==> src/rtl/btb_2way_sat.sv <==
// Branch target buffer: 2-way set-associative, per-set LRU, saturating taken counters.
// Fetch lookup is combinational; execute-stage updates commit on the falling clock edge.
module btb_2way_sat #(
  parameter int INDEX_BITS = 4,
  parameter int CNT_BITS   = 2
) (
  input  logic        clk,
  input  logic        rst,
  input  logic [31:0] PCF,
  input  logic [31:0] PCE,
  input  logic        BrInstE,
  input  logic        BranchE,
  input  logic [31:0] BranchTarget,
  output logic        HitF,
  output logic        PredictF,
  output logic [31:0] PredictTarget,
  output logic        HitE
);
  localparam int SETS     = 1 << INDEX_BITS;
  localparam int TAG_BITS = 30 - INDEX_BITS;
  localparam logic [CNT_BITS-1:0] CNT_MAX  = {CNT_BITS{1'b1}};
  localparam logic [CNT_BITS-1:0] CNT_INIT = CNT_BITS'(1 << (CNT_BITS - 1));

  logic                valid_q  [2][SETS];
  logic [TAG_BITS-1:0] tag_q    [2][SETS];
  logic [31:0]         target_q [2][SETS];
  logic [CNT_BITS-1:0] cnt_q    [2][SETS];
  logic [SETS-1:0]     lru_q;

  function automatic logic [CNT_BITS-1:0] sat_inc(input logic [CNT_BITS-1:0] c);
    return (c == CNT_MAX) ? c : c + CNT_BITS'(1);
  endfunction

  function automatic logic [CNT_BITS-1:0] sat_dec(input logic [CNT_BITS-1:0] c);
    return (c == '0) ? c : c - CNT_BITS'(1);
  endfunction

  logic [INDEX_BITS-1:0] idx_f, idx_e;
  logic [TAG_BITS-1:0]   tag_f, tag_e;
  logic [1:0]            way_hit_f, way_hit_e;
  logic                  hit_way_f, hit_way_e, victim;
  logic                  unused_pc_bits;

  // Byte offset within the instruction word takes no part in index or tag.
  assign unused_pc_bits = ^{PCF[1:0], PCE[1:0]};

  assign idx_f = PCF[INDEX_BITS+1:2];
  assign tag_f = PCF[31:INDEX_BITS+2];
  assign idx_e = PCE[INDEX_BITS+1:2];
  assign tag_e = PCE[31:INDEX_BITS+2];

  always_comb begin
    way_hit_f = '0;
    way_hit_e = '0;
    for (int w = 0; w < 2; w++) begin
      way_hit_f[w] = valid_q[w][idx_f] && (tag_q[w][idx_f] == tag_f);
      way_hit_e[w] = valid_q[w][idx_e] && (tag_q[w][idx_e] == tag_e);
    end
  end

  // Way 0 wins if both ways were ever to match.
  assign hit_way_f = ~way_hit_f[0];
  assign hit_way_e = ~way_hit_e[0];

  assign HitF          = |way_hit_f;
  assign PredictF      = HitF && cnt_q[hit_way_f][idx_f][CNT_BITS-1];
  assign PredictTarget = HitF ? target_q[hit_way_f][idx_f] : 32'h0;
  assign HitE          = |way_hit_e;

  always_comb begin
    if (!valid_q[0][idx_e])      victim = 1'b0;
    else if (!valid_q[1][idx_e]) victim = 1'b1;
    else                         victim = lru_q[idx_e];
  end

  always_ff @(negedge clk or posedge rst) begin
    if (rst) begin
      lru_q <= '0;
      for (int s = 0; s < SETS; s++) begin
        for (int w = 0; w < 2; w++) begin
          valid_q[w][s]  <= 1'b0;
          tag_q[w][s]    <= '0;
          target_q[w][s] <= '0;
          cnt_q[w][s]    <= '0;
        end
      end
    end else if (BrInstE) begin
      if (HitE) begin
        cnt_q[hit_way_e][idx_e] <= BranchE ? sat_inc(cnt_q[hit_way_e][idx_e])
                                           : sat_dec(cnt_q[hit_way_e][idx_e]);
        if (BranchE) target_q[hit_way_e][idx_e] <= BranchTarget;
        lru_q[idx_e] <= ~hit_way_e;
      end else if (BranchE) begin
        // Allocate into the victim way as weakly taken.
        valid_q[victim][idx_e]  <= 1'b1;
        tag_q[victim][idx_e]    <= tag_e;
        target_q[victim][idx_e] <= BranchTarget;
        cnt_q[victim][idx_e]    <= CNT_INIT;
        lru_q[idx_e]            <= ~victim;
      end
    end
  end
endmodule

==> config.mk <==
export PLATFORM = sky130hd
export DESIGN_NAME = btb_2way_sat
export DESIGN_NICKNAME = d
export VERILOG_FILES = /design/src/rtl/btb_2way_sat.sv
export SDC_FILE = /design/constraint.sdc
export NUM_CORES = 2
export LEC_CHECK = 0
export BUFFER_PORTS_ARGS = -buffer_cell sky130_fd_sc_hd__buf_2
export CORE_MARGIN = 5
export CORE_UTILIZATION = 25
export CTS_CLUSTER_SIZE = 40
export DETAILED_ROUTE_END_ITERATION = 10
export PLACE_DENSITY = 0.39
export SYNTH_ARGS = -nofsm -noshare
export SYNTH_HDL_FRONTEND = slang
export SYNTH_SLANG_ARGS = --single-unit
==> constraint.sdc <==
create_clock -name clk -period 70.5 [get_ports clk]
set_input_delay 7.05 -clock clk [delete_from_list [all_inputs] [get_ports clk]]
set_output_delay 7.05 -clock clk [all_outputs]
set_load 0.005 [all_outputs]
==> results.json <==
{
  "syn_area_sq_um": 98200,
  "swShare": 0.265,
  "track_usage": 0.161,
  "dp_hpwl_um": 184000,
  "power_mw": 3.25,
  "critPathCaptureType": "output port",
  "irDropWorstVdd_v": 0.0000207,
  "combPwrFrac": 0.159,
  "io_pins": 135,
  "postCtsHoldBufs": 0,
  "path_class": "reg -> out",
  "layout-drive-gt1-share": 0.423,
  "synth_cell_types": 76,
  "area_delta_synth_final_pct": 14.0,
  "grt_pass1_vias": 62400,
  "cts_root_buffer": "clkbuf_16",
  "holdCritPathClass": "reg -> reg",
  "htree_levels": 4,
  "synth_edf_count": 0,
  "ys.flop_type": "dfrtn_1",
  "core_sq_um": 392000,
  "status": "complete, no violations",
  "die_h_um": 637,
  "cellLeakagePower_nw": 49.7,
  "finalMaxSlewViolations": 0,
  "seq_area_frac_synth": 0.502,
  "wl_um": 330000,
  "start_util": 0.250,
  "final_cell_mix": "dfrtn_1 (1,968), mux2_2 (1,153), mux4_2 (775), mux2_1 (709), clkbuf_16 (243)",
  "required_ns": 63.45,
  "nets": 6259,
  "antenna_found_initial": 28,
  "chipWidth_um": 637,
  "yosys_warnings": 0,
  "pwr-share-seq": 0.449,
  "cap_violations": 0,
  "finalHoldViolCount": 0,
  "layout_commonest_cell": "dfrtn_1",
  "ys_seq_elements": 1968,
  "clk_pin_slew_worst_paths_ns": 0.04,
  "relSlewSlack": 0.186,
  "async_flop_share": 1.00,
  "cts_tree": "built",
  "clk_latency_ns": 0.89,
  "critPathLaunchType": "flip-flop",
  "wl_per_cell_um": 28.5,
  "clock_path_buffers": 4,
  "worstMarginPinSlew_ns": 1.21,
  "post_cts_buffers": 0,
  "tns_ns": 0,
  "cp.arrival_ns": 42.53,
  "avgSynthCellArea_sq_um": 15.7,
  "drtAntennaViolNets": 0,
  "grt_pass1_wl_um": 479000,
  "clock-sinks": 1968,
  "overflow": 0,
  "cts-resized-gates": 0,
  "p_per_area_nw_per_um2": 29.1,
  "worst-path-max-fanout": 52,
  "cts_made_buffers": 241,
  "avgViaCountPerCell": 4.93,
  "intPower_mw": 2.39,
  "skew_ns": 0.0618,
  "setup_viol": 0,
  "syn_inst": 6255,
  "drt_iter0_markers": 3037,
  "dr.pass1.iters": 5,
  "clockPowerShare": 0.392,
  "drcViolationCount": 0,
  "vias": 57000,
  "grt_max_degree": 170,
  "synthesis.nets": 6355,
  "die_area_sq_um": 405000,
  "rsz0062_at_grt": "no",
  "place.gp.congestion": 0.753,
  "placementRows": 230,
  "p_switching_uw": 862,
  "nFillCells": 39300,
  "port-buffer-count": 130
}
stage by stage:
step | util | hold WS (ns) | std cells | setup slack [ns] | cell area (sq um)
floorplan | - | 0.401 | 6255 | 1.57 | 98200
global placement | 0.265 | 0.420 | 11100 | 20.23 | 104000
detailed placement | 0.265 | 0.429 | 11100 | 20.26 | 104000
CTS | 0.286 | 0.429 | 11600 | 20.75 | 112000
global route | 0.286 | 0.439 | 11600 | 20.65 | 112000
finish | 0.286 | 0.426 | 11600 | 20.92 | 112000
cell type report:
cell class,count,area [sq um],share of cell area
sequential,1968,49200,0.440
multi-input combinational,3645,46000,0.411
clock buffer,371,7230,0.0646
tap,5220,6530,0.0583
timing repair buffer,281,1950,0.0174
clock inverter,67,840,0.00750
inverter,22,101,0.000905
antenna,3,7.51,0.0000671
layer usage:
layer,GRT usage,routed length [um],vias up
met5,0,30,-
met4,0.0412,9240,6
met3,0.0187,9900,429
met2,0.273,162000,954
met1,0.217,149000,31900
li1,-,-,23700
flip-flops by register name, indices dropped and copies added, names as in the netlist:
| signal | count |
|---|---|
| target_q | 1024 |
| valid_q | 32 |
| cnt_q | 64 |
| lru_q | 16 |
| tag_q | 832 |
cell usage after synthesis, types with 21 or more instances:
cell / count / area (sq um)
mux2_1: 709 / 7980
nor2_1: 55 / 206
mux4_2: 775 / 17500
a22oi_1: 30 / 225
o21ai_0: 77 / 385
buf_6: 67 / 754
a22o_1: 42 / 368
a31oi_1: 47 / 294
mux2i_1: 221 / 2210
mux2_2: 1153 / 13000
buf_2: 180 / 901
buf_4: 21 / 158
dfrtn_1: 1968 / 49200
clkbuf_1: 297 / 1110
buf_1: 53 / 199
a21oi_1: 45 / 225
nand2_1: 97 / 364
xnor2_1: 81 / 709
nand4_1: 28 / 175
worst max-delay path: stages (launching register included):
cell and delay [ns]:
dfrtn_1 0.36, mux4_2 0.48, mux4_2 0.48, xnor2_1 0.94, nand4_1 0.18, nor3_1 0.39
nand3_4 0.68, buf_4 0.71, buf_4 0.57, mux4_2 0.43, mux4_2 0.48, a22o_1 0.35
buf_2 0.17
cell families (layout without fill, tap and decap cells):
kind of cell,after synthesis,count (layout),share of synthesized area
multiplexers,2858,2858,0.414
XOR/XNOR,99,99,0.00883
AO/OA/AOI/OAI,329,329,0.0221
buffers and inverters,642,741,0.0330
flip-flops,1968,1968,0.502
adder cells (fa/ha/maj),1,1,0.000115
AND/OR/NAND/NOR,358,358,0.0204
other,0,3,0
path summary, 6_finish.rpt:
kind | start | endpoint | slack (ns) | cells after the start
setup / recovery | tag_q[645] | PredictTarget[5] | 20.92 | 12
hold / removal | target_q[314] | target_q[314] | 0.43 | 1
setup reg to reg | tag_q[13] | target_q[423] | 64.04 | 12
hold reg to reg | target_q[314] | target_q[314] | 0.43 | 1
max in group asynchronous | rst | target_q[2] | 23.78 | 8
min in group asynchronous | rst | target_q[985] | 41.40 | 2
power by group through the flow:
stage | logic (mW) | registers [mW] | clock network, mW
final | 0.516 | 1.46 | 1.27
after CTS | 0.528 | 1.46 | 1.32
after detailed placement | 0.527 | 1.48 | 0
after global placement | 0.516 | 1.47 | 0
after global routing | 0.562 | 1.48 | 1.36
after floorplan | 0.407 | 1.45 | 0
Note: power is estimated with default switching activity, not from simulation.
